$ cat src/rtl/uart_rx_fifo.sv
// UART receive FIFO: buffers {frame_err, data} entries for the APB read path.
// Show-ahead head output, occupancy, level interrupt and sticky overrun.
module uart_rx_fifo #(
    parameter int data_bits = 8,
    parameter int depth     = 16,
    parameter int ptr_w     = 4
) (
    input  logic                 clk,
    input  logic                 PRESETn,
    input  logic                 clr,
    input  logic                 rx_done,
    input  logic [data_bits-1:0] rx_data,
    input  logic                 rx_error,
    input  logic                 rd_en,
    input  logic [ptr_w:0]       thresh,
    input  logic                 ovr_clr,
    output logic [data_bits-1:0] rd_data,
    output logic                 rd_err,
    output logic                 empty,
    output logic                 full,
    output logic [ptr_w:0]       count,
    output logic                 thresh_hit,
    output logic                 overrun
);

    localparam logic [ptr_w:0]   DEPTH_C = (ptr_w+1)'(depth);
    localparam logic [ptr_w:0]   CNT_ONE = (ptr_w+1)'(1);
    localparam logic [ptr_w-1:0] PTR_ONE = ptr_w'(1);

    logic [data_bits:0] mem_q [depth];

    logic [ptr_w-1:0] wr_ptr_q, wr_ptr_d;
    logic [ptr_w-1:0] rd_ptr_q, rd_ptr_d;
    logic [ptr_w:0]   count_q, count_d;
    logic             overrun_q, overrun_d;

    logic push;
    logic pop;
    logic wr_en;
    logic drop;

    assign empty = (count_q == '0);
    assign full  = (count_q == DEPTH_C);
    assign push  = rx_done | rx_error;
    assign pop   = rd_en & ~empty;

    // Next-state: flush beats traffic; a full push only lands if a pop frees the slot.
    always_comb begin
        wr_ptr_d  = wr_ptr_q;
        rd_ptr_d  = rd_ptr_q;
        count_d   = count_q;
        overrun_d = overrun_q;
        wr_en     = 1'b0;
        drop      = 1'b0;
        if (clr) begin
            wr_ptr_d = '0;
            rd_ptr_d = '0;
            count_d  = '0;
        end else begin
            if (push && (!full || pop)) begin
                wr_en    = 1'b1;
                wr_ptr_d = wr_ptr_q + PTR_ONE;
            end
            if (push && full && !pop) begin
                drop = 1'b1;
            end
            if (pop) begin
                rd_ptr_d = rd_ptr_q + PTR_ONE;
            end
            if (wr_en && !pop) begin
                count_d = count_q + CNT_ONE;
            end else if (pop && !wr_en) begin
                count_d = count_q - CNT_ONE;
            end
        end
        if (ovr_clr) begin
            overrun_d = 1'b0;
        end
        if (drop) begin
            overrun_d = 1'b1;
        end
    end

    // Pointer, count and overrun registers with synchronous reset.
    always_ff @(posedge clk) begin
        if (!PRESETn) begin
            wr_ptr_q  <= '0;
            rd_ptr_q  <= '0;
            count_q   <= '0;
            overrun_q <= 1'b0;
        end else begin
            wr_ptr_q  <= wr_ptr_d;
            rd_ptr_q  <= rd_ptr_d;
            count_q   <= count_d;
            overrun_q <= overrun_d;
        end
    end

    // Storage array; contents are not reset, validity comes from count.
    always_ff @(posedge clk) begin
        if (PRESETn && wr_en) begin
            mem_q[wr_ptr_q] <= {rx_error, rx_data};
        end
    end

    // Show-ahead head entry, forced to zero when nothing is held.
    always_comb begin
        rd_data = '0;
        rd_err  = 1'b0;
        if (!empty) begin
            rd_data = mem_q[rd_ptr_q][data_bits-1:0];
            rd_err  = mem_q[rd_ptr_q][data_bits];
        end
    end

    assign count      = count_q;
    assign overrun    = overrun_q;
    assign thresh_hit = (thresh != '0) && (count_q >= thresh);

endmodule
$ cat config.mk
export PLATFORM = sky130hd
export DESIGN_NAME = uart_rx_fifo
export DESIGN_NICKNAME = d
export VERILOG_FILES = /design/src/rtl/uart_rx_fifo.sv
export SDC_FILE = /design/constraint.sdc
export NUM_CORES = 1
export LEC_CHECK = 0
export CORE_MARGIN = 5
export CORE_UTILIZATION = 55
export CTS_CLUSTER_DIAMETER = 120
export CTS_CLUSTER_SIZE = 40
export DETAILED_ROUTE_END_ITERATION = 6
export GPL_TIMING_DRIVEN = 0
export PLACE_DENSITY = 0.72
export SETUP_SLACK_MARGIN = 0.02
export SLEW_MARGIN = 20
export SYNTH_ARGS = -nofsm -noshare
export SYNTH_HDL_FRONTEND = slang
export SYNTH_SLANG_ARGS = --single-unit
$ cat constraint.sdc
create_clock -name clk -period 2.7 [get_ports clk]
set_input_delay 0.27 -clock clk [delete_from_list [all_inputs] [get_ports clk]]
set_output_delay 0.27 -clock clk [all_outputs]
set_load 0.05 [all_outputs]
# == After elaboration in Yosys (flattened, before gate mapping) ==
# Memories as Yosys holds them, arrays and structs flattened. A register that Yosys moved wholly into a read port is not among the register bits.
# Index checks and enable logic that the tools add are counted.
# classes
reduce_logical,16
n_bitwise,4
order_cmp,1
eq_ne,1
muxes,15
add_sub_neg,4
# ops
operator,n
2-to-1 mux 1 bit,10
2-to-1 mux 5 bit,2
adder 4 x 1 -> 4 bit (second input constant),2
2-to-1 mux 4 bit,2
2-to-1 mux 8 bit,1
logical AND 1 bit,7
adder 5 x 1 -> 5 bit (second input constant),1
== test 5 bit (second input constant),1
greater-or-equal comparator 5 bit,1
zero test 5 bit,1
nonzero test 5 bit,1
subtractor 5 x 1 -> 5 bit (second input constant),1
nonzero test 2 bit,2
zero test 1 bit,3
inverter 1 bit,2
OR reduction 2 bit,1
AND 1 bit,1
logical OR 1 bit,1
bitwise OR 1 bit,1
# word_totals
output_inout_bits,18
elab_cells,46
regBits,14
n_memories,1
mem_bits_rw,144
# memory_table
memory,words,width,read_ports,rd_clocked_by_memory_dff,wr,line_no,source
mem_q,16,9,1,1,1,30,logic [data_bits:0] mem_q [depth];

# == Depth between registers and ports, before layout ==
# Gate-level depths: netlist (run 1).
# logic_depth
ltp_word,11
depth_mapped,10
ltp_nobuf,9

# == Least setup slack after synthesis (run 1) ==
# OpenSTA, ideal clock, no wires.
# synth_timing
path_kind,reg-to-reg
from,register count_q[1] (netlist: count[1])
to,register count_q[4] (netlist: count[4])
path_buffers,1
arrival_ps,2649
required_time_ps,2628
setup_slack_ps,-21
stages_incl_launch_ff,11
synth_period_minus_slack_ps,2721
cell_sequence,dfxtp_1 nor4_2 a31oi_1 buf_6 ha_1 inv_1 ha_1 nand2b_1 a21oi_1 mux2i_1 mux2i_1
# synth_via
elab_chain_len,10
elab_cells_between_ends,18
# synth_rtl
element,line_no,source
start: declaration,34,"logic [ptr_w:0] count_q, count_d;"
start signal: assignment,94,count_q <= count_d;
zero test 5 bit,42,assign empty = (count_q == '0);
inverter 1 bit,45,assign pop = rd_en & ~empty;
AND 1 bit,45,
logical OR 1 bit,60,if (push && (!full || pop)) begin
logical AND 1 bit,60,
2-to-1 mux 1 bit,60,
2-to-1 mux 1 bit,55,if (clr) begin
zero test 1 bit,72,end else if (pop && !wr_en) begin
logical AND 1 bit,72,
nonzero test 2 bit (no source line),-,
# Several ways; a longest one is shown, not always the timed one. The select of a mux whose other input is x is not followed.
# A chain may end at the register's enable or synchronous reset.

==> impl_metrics.csv, run 1 <==
group,metric,value,unit
run_status,outcome,"finished, violations left",
run_status,violations,"DRC",
worst_setup_path,path_cells,"buf_6, clkbuf_8, buf_4, mux4_2, mux2i_1, a211oi_1, buf_4",
placement,port-buffer-count,37,
worst_setup_path,cp.arrival,2.36,ns
clocking,cts-root-buf,"clkbuf_16",
power,ir_drop,0.000474,V
clocking,cts_htree_levels,4,
clocking,cts.sinks,162,
final_layout,n_fill_cell,877,
yosys,ys_seq_area_share,68.5,%
detailed_routing,routed_via_density,5.87,
worst_hold_path,hold_depth,2,
detailed_routing,first_pass_iters,7,
final_layout,num_antenna_cells,0,
worst_setup_path,start_kind,"flip-flop",
final_layout,layout_commonest_cell,"edfxtp_1",
yosys,async_flop_share,0,%
detailed_routing,routed_wl,13200,um
placement,dpl_worst_slack,-0.833,ns
timing,slew_violations,0,
yosys,synthFlopType,"edfxtp_1",
final_layout,syn_to_final_growth,16.9,%
grt,antenna_found_initial,0,
grt,grt_usage,19.5,%
clocking,cts_hold_buf,0,
worst_setup_path,r2r_setup_slack,0.13,ns
power,p_leak,0.00268,uW
final_layout,fin_cells,610,
grt,grt_max_degree,19,
final_layout,drive_above_1_share,20.1,%
final_layout,final_net_count,464,
yosys,ys_ff_latch,162,
worst_setup_path,worstReg2RegStart,"count[0]",
floorplan,core_area,12100,um2
floorplan,die_height,122,um
timing,period_minus_slack,2.63,ns
worst_setup_path,cp_common_cell,"buf_4",
final_layout,layout_common_cells,"144 x edfxtp_1, 25 x clkdlybuf4s50_1, 22 x nor2_1",
placement,dp.cells,577,
worst_setup_path,worst_setup_path_end_kind,"output port",
grt,grt_overflow_total,0,
yosys,synth-edff-count,144,
yosys,synthCells,368,
worst_setup_path,crit_type,"reg2out",
clocking,cts.path.max_buffers,2,
worst_setup_path,path_max_fanout,10,
clocking,cts_tree,"built",
yosys,synth.distinct_cells,45,
final_layout,final_area,8000,um2
timing,setup_ws,0.0714,ns
timing,rsz0062_at_grt,"yes",
grt,grt_pass1_wl,21000,um
placement,place_area,7470,um2
floorplan,start_util,56.5,%
worst_setup_path,reg2reg_depth,9,
timing,slew-limit-headroom,59.1,%
worst_setup_path,slowest_delay,0.41,ns
worst_setup_path,critPathRequiredTime,2.43,ns
timing,finalCritPeriodShare,97.4,%
yosys,syn_area,6840,um2
placement,gp_congestion,0.752,
grt,grt_pass1_vias,3802,
floorplan,die_area,14800,um2
detailed_routing,vias,3578,
clocking,clk_pin_slew,0.05,ns
worst_setup_path,slowest_stage,"a211oi_1",
floorplan,rows,40,
timing,tightest_slew,0.613,ns
yosys,synth.net_count,403,
detailed_routing,drt-initial-drc-count,359,
floorplan,die_w,122,um
power,finalPower,6050,uW
power,p_per_area,757,nW/um2
timing,hold_viol_final,0,
worst_hold_path,worstHoldStart,"PRESETn",
timing,fmax,0.380,GHz
timing,setup_viol,0,
worst_hold_path,min_path_type,"in2reg",
clocking,cts_buffers,17,
detailed_routing,wire_per_inst,21.7,um
clocking,clock_latency,0.41,ns
detailed_routing,drc,1,
yosys,syn_area_per_cell,18.6,um2
detailed_routing,detail-route-antenna-nets,0,
placement,hpwl,8810,um
timing,worst_clock_skew,0.00964,ns
floorplan,io_pins,38,
job,maxCapViolations,0,
yosys,ys_warn_count,0,
-- final cells by class --
type	count	area, um2	share of cell area [%]
buffer	18	200	2.50
clock buffer	30	484	6.06
clock inverter	2	8.76	0.110
inverter	13	48.8	0.610
multi-input combinational	175	1980	24.8
sequential	162	4690	58.6
tap	168	210	2.63
timing repair buffer	42	372	4.65
-- Yosys cell counts (all sizes together) (3+ instances only) --
| cell | count | area, um2 |
|---|---|---|
| nand2 | 4 | 15.0 |
| o211ai | 3 | 22.5 |
| a211oi | 18 | 145 |
| inv | 13 | 48.8 |
| edfxtp | 144 | 4320 |
| or4 | 4 | 33.8 |
| and3 | 12 | 75.1 |
| nor2b | 10 | 77.6 |
| ha | 14 | 175 |
| mux2i | 13 | 130 |
| mux4 | 36 | 871 |
| nand3 | 5 | 25.0 |
| buf | 8 | 88.8 |
| nor2 | 23 | 88.8 |
| xor2 | 4 | 35.0 |
| a21oi | 5 | 25.0 |
| clkbuf | 10 | 108 |
| dfxtp | 18 | 360 |
| nor3 | 4 | 20.0 |
| nand2b | 4 | 25.0 |
-- metrics by stage --
step | hold WS (ns) | setup TNS, ns | util (%)
CTS | 0.462 | 0 | 65.6
detailed placement | 0.481 | -30.71 | 61.7
global route | 0.484 | -0.0497 | 66.0
global placement | 0.481 | -32.81 | 61.3
floorplan | 0.369 | 0 | -
finish | 0.474 | 0 | 66.0
-- registers in the layout (all words and copies together), names as in the netlist, named ones only --
name / count
mem_q: 144
count: 5
rd_ptr_q: 4
wr_ptr_q: 4
overrun: 1
-- path summary, 6_finish.rpt --
path                  to
max           rd_data[2]
min              overrun
max reg2reg     count[4]
min reg2reg  rd_ptr_q[3]
-- routing by layer --
layer | vias to the layer above | wire [um] | GRT usage [%]
met1 | 1854 | 5660 | 26.1
li1 | 1613 | - | -
met5 | - | 0 | 0
met4 | 0 | 112 | 5.88
met2 | 102 | 6760 | 31.8
met3 | 9 | 701 | 4.90
-- critical path, delay by kind of cell, from the launching register on --
kind,cells,cell delay [ns]
AOI/OAI and AO/OA,1,0.41
buffers and inverters,4,0.88
DFF,1,0.32
muxes,2,0.32
-- cell families after synthesis --
group,Yosys count,synth area share (%)
buffers and inverters,31,3.58
flip-flops,162,68.5
XOR/XNOR,6,0.768
multiplexers,49,14.6
AO/OA/AOI/OAI,35,3.91
AND/OR/NAND/NOR,70,5.76
adder cells (fa/ha/maj),15,2.85
-- power breakdown --
part | total (uW) | switching, uW | leakage (uW) | internal, uW
combinational | 1210 | 779 | 0.000999 | 426
sequential | 2820 | 49.5 | 0.00144 | 2770
clock | 2030 | 833 | 0.000236 | 1200
total | 6050 | 1660 | 0.00268 | 4390
-- what timing repair did --
action | 4_1_cts | 5_1_grt
pin swaps | 0 | 1
cloned | 0 | 0
resized for setup | 59 | 14
setup buffers | 0 | 1
setup endpoints to repair | 14 | 9
Note: power is estimated with default switching activity, not from simulation.
==> inputs of run 2 (changes only) <==
CTS_CLUSTER_DIAMETER = 100   (was 120)
==> results of run 2 <==
Final layout, timing and power as in run 1 (identical DEF).
==> inputs of run 3 (changes only) <==
SKIP_CTS_REPAIR_TIMING = 1   (was default)
==> impl_metrics.csv, run 3 (synthesized netlist as in run 1, its figures left out) <==
group,metric,value,unit
final_layout,syn_to_final_growth,16.9,%
detailed_routing,routed_wl,13200,um
run_status,outcome,"completed",
clocking,cts_buffers,17,
worst_setup_path,path_max_fanout,10,
clocking,cts_htree_levels,4,
detailed_routing,routed_via_density,5.82,
clocking,clock_latency,0.41,ns
clocking,cts-root-buf,"clkbuf_16",
final_layout,final_net_count,464,
clocking,cts.sinks,162,
timing,hold_viol_final,0,
grt,grt_pass1_vias,3795,
power,p_leak,0.00271,uW
grt,antenna_found_initial,0,
job,maxCapViolations,0,
final_layout,n_fill_cell,883,
final_layout,layout_commonest_cell,"edfxtp_1",
final_layout,top_register,"mem_q",
final_layout,multi_input_area,1980,um2
floorplan,die_height,122,um
timing,worst_clock_skew,0.00895,ns
timing,tightest_slew,0.602,ns
final_layout,seqCellArea,4690,um2
grt,grt_usage,19.4,%
placement,dp.cells,577,
floorplan,die_area,14800,um2
final_layout,drive_above_1_share,20.4,%
detailed_routing,wire_per_inst,21.6,um
worst_setup_path,crit_type,"reg2out",
floorplan,core_area,12100,um2
clocking,cts.path.max_buffers,2,
timing,finalCritPeriodShare,95.9,%
worst_setup_path,r2r_setup_slack,0.13,ns
grt,grt_overflow_total,0,
final_layout,num_antenna_cells,0,
worst_hold_path,worstHoldStart,"rx_error",
detailed_routing,vias,3550,
timing,slew-limit-headroom,59.8,%
final_layout,layout_common_cells,"144 x edfxtp_1, 25 x clkdlybuf4s50_1, 22 x nor2_1",
timing,holdWs,0.433,ns
worst_setup_path,worst_setup_path_end_kind,"output port",
worst_hold_path,min_path_type,"in2reg",
timing,period_minus_slack,2.59,ns
timing,setup_viol,0,
floorplan,rows,40,
worst_setup_path,critPathRequiredTime,2.43,ns
placement,hpwl,8810,um
grt,grt_pass1_wl,20900,um
timing,slew_violations,0,
timing,rsz0062_at_grt,"yes",
power,ir_drop,0.000474,V
floorplan,start_util,56.5,%
detailed_routing,drt-initial-drc-count,333,
worst_setup_path,cp.arrival,2.32,ns
placement,gp_congestion,0.752,
clocking,clk_pin_slew,0.06,ns
grt,grt_max_degree,19,
final_layout,largest_register_ffs,144,
placement,port-buffer-count,37,
worst_setup_path,start_kind,"flip-flop",
detailed_routing,detail-route-antenna-nets,0,
final_layout,fin_cells,610,
floorplan,die_w,122,um
clocking,cts_tree,"built",
power,p_per_area,755,nW/um2
detailed_routing,drc,0,
worst_setup_path,worstReg2RegStart,"count[0]",
detailed_routing,first_pass_iters,5,
timing,fmax,0.386,GHz
power,finalPower,6040,uW
floorplan,io_pins,38,
timing,fin_setup_tns,0,ns
==> run 3: cell types whose count changed in the layout (fill, tap and decap cells not counted), moves of 3 or more <==
cell            before  now
buf_2                5    2
clkbuf_2             0    3
dlygate4sd2_1        3    0
dlymetal6s2s_1       0    3
==> run 3: per-layer routing <==
metal	global-route usage (%)	wire (um)
met4	5.88	145
met3	4.90	702
met1	25.9	5680
met5	0	0
met2	31.8	6660
==> run 3: per-stage QoR <==
stage	area, um2	setup slack (ns)	util, %
2_1_floorplan	6840	0.0403	-
3_3_place_gp	7420	-0.674	61.3
3_5_place_dp	7470	-0.833	61.7
4_1_cts	7970	-0.541	65.8
5_1_grt	8000	-0.0511	66.0
6_report	8000	0.109	66.0
==> run 3: final timing paths <==
kind,to,cells past startpoint
max,rd_data[0],7
min,mem_q[1][8],1
max reg2reg,count[4],9
min reg2reg,rd_ptr_q[3],2
==> run 3: worst max-delay path: stages (launching register included) <==
cell and delay, ns:
dfxtp_1 0.32, buf_6 0.17, clkbuf_8 0.21, buf_4 0.22, mux4_2 0.21, mux2i_1 0.08, a211oi_1 0.36, clkbuf_4 0.32
==> run 3: report_power, final <==
part | switching (uW) | internal [uW] | leakage (uW)
registers | 47.1 | 2770 | 0.00144
clock network | 834 | 1200 | 0.000236
logic | 774 | 424 | 0.00103
==> run 3: cell type report <==
| cell class | count | share of cell area [%] |
|---|---|---|
| clock inverters | 2 | 0.109 |
| multi-input cells | 175 | 24.7 |
| clock buffers | 30 | 6.05 |
| plain buffers | 18 | 2.50 |
| well taps | 168 | 2.63 |
| repair buffers | 42 | 4.79 |
| inverters | 13 | 0.610 |
| flip-flops and latches | 162 | 58.6 |
==> RTL edit 1: new RTL, flow settings as in run 1 <==
`depth`: 16 -> 8.
--- a/src/rtl/uart_rx_fifo.sv
+++ b/src/rtl/uart_rx_fifo.sv
@@ -4,3 +4,3 @@
     parameter int data_bits = 8,
-    parameter int depth     = 16,
+    parameter int depth     = 8,
     parameter int ptr_w     = 4
Behaviour: no difference found for any inputs over 4 cycles, from zero or initial values and one cycle with PRESETn low; that may be too few to reach the edited logic, so the function may still have changed.
==> RTL edit 1 against run 1 <==
Non-clock buffer count fell by 10. Total power fell by 43%. Area after synthesis fell by 46%. Largest cell class unchanged. Via count fell by 42%. Cell area fell by 45%. Clock skew barely moved. Sequential cell count fell by 75. Wire length fell by 47%. Critical path type is now reg -> reg. Sequential share of layout area fell by 2.2 points. Highest routed layer unchanged. Setup slack improved by 0.062 ns.
==> RTL edit 1: results (changes against run 1) <==
Run status
* completed — result of the run

Synthesis
* 0.143 — mux contribution to synthesized area, -0.00348
* 38 — Netlist cell types, -16%
* 259 — synthesized net count, -36%
* 227 — Syn Inst Count, -38%
* 0.00952 — XOR/XNOR Fraction of Synth Area, +0.00184
* 16.2 um^2 — post-synthesis area per instance, -13%
* 0.0337 — Synth Area in Compound Gates, -0.00547
* 0.669 — sequential element share of the synthesized area, -0.0154

Route
* 7040 um — final wirelength, -47%
* 5.77 — per-cell via count in the routed design, -1.6%
* 4 — number of iterations in the first detailed-routing pass, -3

Finish
* 50 — Non-clock buffers, -17%
* 447 — fill cell instance count of the final layout, -49%
* 360 — non-filler cells, final, -41%
* 0.201 — fraction of layout cells with a size suffix above 1, about the same
* 0.0421 — area fraction of clock buffers and clock inverters, -0.0195
* 9 — Non-clk invs, -4
* 0.00246 mm^2 — sequential cell area, -47%
* 72 — Largest register FFs, -50%
* 0.680 — core utilization of the finished layout, +0.0197

CTS
* 87 — number of sinks driven by the clock tree, -46%
* 0.08 ns — clock transition time at the flip-flop clock pins of the worst setup and hold paths, +0.03 ns
* 0.34 ns — Clock Latency Late Sink, -0.07 ns

Worst hold path
* wr_ptr_q[0] — Endpoint, Worst Hold
* wr_ptr_q[0] — startpoint of the worst hold path

Power and ir drop
* 0.000500 V — IR drop worst, VDD, +5.7%

Placed design
* 0.835 — global placement routability congestion, +11%
* 0.00419 mm^2 — total cell area at the placement stage, -44%

Worst setup path
* sky130_fd_sc_hd__or4_4 — critical-path cell with the highest stage delay
* simple AND/OR/NAND/NOR gates — cell type group with the largest total delay on the critical path
* 7 — crit path max fanout, -3
* 2.84 ns — arrival time worst endpoint, +0.48 ns

GRT
* 11400 um — wire length of the first global-routing pass, -46%

Timing
* 1.04 ns — Worst Tran Pin Value, +0.422 ns

## RTL edit 1: cell count changes in the layout (fill, tap and decap cells not counted), moves of 11 or more
| cell | before | now |
|---|---|---|
| sky130_fd_sc_hd__a211oi_1 | 14 | 0 |
| sky130_fd_sc_hd__edfxtp_1 | 144 | 72 |
| sky130_fd_sc_hd__clkbuf_1 | 15 | 4 |
| sky130_fd_sc_hd__mux4_1 | 16 | 0 |
| sky130_fd_sc_hd__clkbuf_16 | 17 | 0 |
| sky130_fd_sc_hd__and3_1 | 12 | 0 |
## RTL edit 1: per-layer routing
layer,GRT usage,vias to the layer above,part of all wire
li1,-,978,-
met1,0.242,1028,0.44
met2,0.287,61,0.49
met3,0.0319,10,0.053
met4,0.0953,0,0.017
met5,0,-,0
## RTL edit 1: worst max-delay path by stage
stage	to	startpoint	cells after the start
after floorplan	mem_q[0][0]	count[1]	4
after global placement	mem_q[0][2]	rx_error	5
after detailed placement	count[4]	rx_error	10
after CTS	count[4]	count[1]	9
after global routing	count[4]	count[1]	9
final	count[4]	count[1]	9
## RTL edit 1: power by group
| group | total, mW | switching [mW] | internal, mW |
|---|---|---|---|
| clock network | 0.847 | 0.428 | 0.419 |
| registers | 1.54 | 0.0563 | 1.49 |
| logic | 1.07 | 0.710 | 0.365 |
| total | 3.47 | 1.19 | 2.27 |
## RTL edit 1: metrics by stage
| stage | setup slack [ns] | total power, mW |
|---|---|---|
| 2_1_floorplan | 0.0343 | 2.34 |
| 4_1_cts | 0.0446 | 3.48 |
| 6_report | 0.133 | 3.47 |
| 5_1_grt | -0.0395 | 3.63 |
| 3_3_place_gp | -1.10 | 2.68 |
| 3_5_place_dp | -0.209 | 2.69 |
## RTL edit 1: repair_timing
item,4_1_cts,5_1_grt
resized for setup,12,12
pin swaps,0,0
setup endpoints to repair,11,6
==> RTL edit 2: new RTL, flow settings as in run 1 <==
Made on the original files. Register the output `rd_err`, without a reset; this adds one clock of latency there. The other outputs are not delayed to match.
--- a/src/rtl/uart_rx_fifo.sv
+++ b/src/rtl/uart_rx_fifo.sv
@@ -28,2 +28,4 @@
     localparam logic [ptr_w-1:0] PTR_ONE = ptr_w'(1);
+
+    logic rd_err_d;
 
@@ -108,6 +110,6 @@
         rd_data = '0;
-        rd_err  = 1'b0;
+        rd_err_d = 1'b0;
         if (!empty) begin
             rd_data = mem_q[rd_ptr_q][data_bits-1:0];
-            rd_err  = mem_q[rd_ptr_q][data_bits];
+            rd_err_d = mem_q[rd_ptr_q][data_bits];
         end
@@ -119,2 +121,6 @@
 
+    always_ff @(posedge clk) begin
+        rd_err <= rd_err_d;
+    end
+
 endmodule
Function: changed (Yosys sat finds a counterexample within 4 cycles, from zero or initial values and one cycle with PRESETn low).
==> RTL edit 2 against run 1 <==
Wire length is 1.2% higher. Area after synthesis up 0.29%. Largest cell class unchanged. Global-route usage decreased by 0.31 points. Cell area rose by 2.3%. Via count fell by 0.95%. Utilization grew 1.5 points. Critical path depth fell by 4. Sequential cell count up 1. Setup slack improved by 0.046 ns. Total power grew 7.5%.
==> RTL edit 2: results (changes against run 1) <==
CTS
* 2 — number of buffers between clock root and the deepest sink, unchanged
* 0.06 ns — clock transition time at the flip-flop clock pins of the worst setup and hold paths
* 4 — H-tree lvl count, unchanged
* sky130_fd_sc_hd__clkbuf_16 — root cell of the clock tree
* 17 — number of CTS-inserted buffers, unchanged

Worst hold path
* overrun — Endpoint, Worst Hold
* PRESETn — startpoint of the worst hold path
* 2 — Cells on Worst Hold Path, unchanged
* in -> reg — Hold WC Path Type

Power and ir drop
* 1.72 mW — net switching power, +3.6%
* 0.000570 V — IR drop worst, VDD, +20%
* 2.76 nW — cell leakage power, +3.1%

GRT
* 3712 — vias in the first global route, -2.4%
* 0.192 — global-route usage over all layers, -0.00310
* 19 — maximum number of pins on one net before global-route repair, unchanged
* 20600 um — wire length of the first global-routing pass, -2.1%

Route
* 3544 — routed vias, -0.95%
* 4 — number of iterations in the first detailed-routing pass, -3
* 292 — drt first-iter violations, -19%
* 21.8 um — Routed wire per std cell, +0.73%
* 13400 um — final wirelength, +1.2%

Synthesis
* 144 — number of flops mapped to enable cells by yosys, unchanged
* 45 — Netlist cell types, unchanged
* sky130_fd_sc_hd__edfxtp_1 — dominant synthesized flop cell
* 404 — synthesized net count, +0.25%
* sky130_fd_sc_hd__edfxtp_1 63%, sky130_fd_sc_hd__mux4_2 6.6%, sky130_fd_sc_hd__mux4_1 6.1% — synth top area cells
* 0.686 — sequential element share of the synthesized area, +0.000920
* 369 — Syn Inst Count, +0.27%
* 144 x sky130_fd_sc_hd__edfxtp_1, 22 x sky130_fd_sc_hd__nor2_1, 20 x sky130_fd_sc_hd__mux4_2 — leading cell types by count after synthesis
* 0 — warning count from the yosys run, unchanged

Timing
* 0.00844 ns — clk_skew, -0.00120 ns
* 0.657 ns — Worst Tran Pin Value, +0.0438 ns

Worst setup path
* count[0] — RR Startpoint
* 9 — Reg2Reg Depth, unchanged
* 2.31 ns — arrival time worst endpoint, -0.05 ns
* 0.12 ns — Worst R2R Setup Slack

Placed design
* 0.790 — global placement routability congestion, +5.1%
* 37 — I/O Buffers, unchanged
* 8850 um — half-perimeter wire length of the detailed placement result, +0.43%
* -0.883 ns — pre-CTS setup slack, -0.0501 ns
* 578 — count of placed standard cells including taps, +0.17%

Finish
* 828 — fill cell instance count of the final layout, -5.6%
* 144 — Largest register FFs, unchanged
* mem_q — largest reg by FF count
* 0 — Antenna Cells, unchanged
* 468 — nets, +0.86%
* 0.231 — fraction of layout cells with a size suffix above 1, +0.0301

Run status
* completed — result of the run

RTL edit 2: cell count changes after synthesis:
cell                      delta
sky130_fd_sc_hd__dfxtp_1     +1
RTL edit 2: power groups by stage:
stage / combinational, mW / sequential [mW] / clock (mW)
floorplan: 0.743 / 2.95 / 0
global placement: 1.18 / 2.88 / 0
detailed placement: 1.21 / 2.88 / 0
CTS: 1.18 / 2.84 / 2.44
global route: 1.34 / 2.84 / 2.57
finish: 1.25 / 2.84 / 2.42
RTL edit 2: layout make-up:
class                           count  area share
Inverter                           13     0.00597
Buffer                             18      0.0245
Clock buffer                       26      0.0610
Clock inverter                      5      0.0122
Multi-Input combinational cell    175       0.246
Timing Repair Buffer               45      0.0483
Sequential cell                   163       0.576
Tap cell                          168      0.0257
RTL edit 2: what timing repair did:
action,in CTS,in global routing
setup endpoints to repair,40,8
setup buffers,0,4
pin swaps,0,3
resized for setup,57,13
hold endpoints to repair,0,0
RTL edit 2: critical path: stages, from the launching register on:
cell and delay [ns]:
sky130_fd_sc_hd__dfxtp_2 0.37, sky130_fd_sc_hd__or4_4 0.60, sky130_fd_sc_hd__nor2_2 0.47, sky130_fd_sc_hd__clkdlybuf4s15_2 0.46
RTL edit 2: how the worst max path moves through the flow:
| stage | startpoint | to | slack [ns] | cells after the start |
|---|---|---|---|---|
| 6_report | count[0] | empty | 0.12 | 3 |
| 5_1_grt | count[0] | count[4] | -0.02 | 9 |
| 4_1_cts | register | rd_data[7] | 0.03 | 7 |
| 3_5_place_dp | rx_error | count[4] | -0.88 | 11 |
| 3_3_place_gp | rx_error | count[4] | -0.74 | 11 |
| 2_1_floorplan | count[3] | count[4] | 0.04 | 10 |
RTL edit 2: kinds of logic (layout without fill, tap and decap cells):
| kind of cell | Yosys count | count (layout) | synth area share |
|---|---|---|---|
| flops | 163 | 163 | 0.686 |
| simple gates | 70 | 70 | 0.0575 |
| mux | 49 | 49 | 0.146 |
| compound gates | 35 | 35 | 0.0390 |
| buf+inv | 31 | 107 | 0.0357 |
| fa+ha+maj | 15 | 15 | 0.0285 |
| xor+xnor | 6 | 6 | 0.00766 |
RTL edit 2: per-layer routing:
layer	part of all wire	global-route usage
met3	0.042	0.0427
met1	0.43	0.262
met2	0.51	0.305
met5	0	0
met4	0.014	0.0728
RTL edit 2: metrics by stage:
step | hold slack, ns | util | power, mW | TNS (ns) | instance area (um^2)
detailed placement | 0.496 | 0.619 | 4.09 | -32.13 | 7490
finish | 0.487 | 0.675 | 6.51 | 0 | 8180
global route | 0.511 | 0.675 | 6.75 | -0.0238 | 8180
global placement | 0.477 | 0.615 | 4.06 | -37.86 | 7440
CTS | 0.477 | 0.668 | 6.46 | 0 | 8090
floorplan | 0.369 | - | 3.70 | 0 | 6860
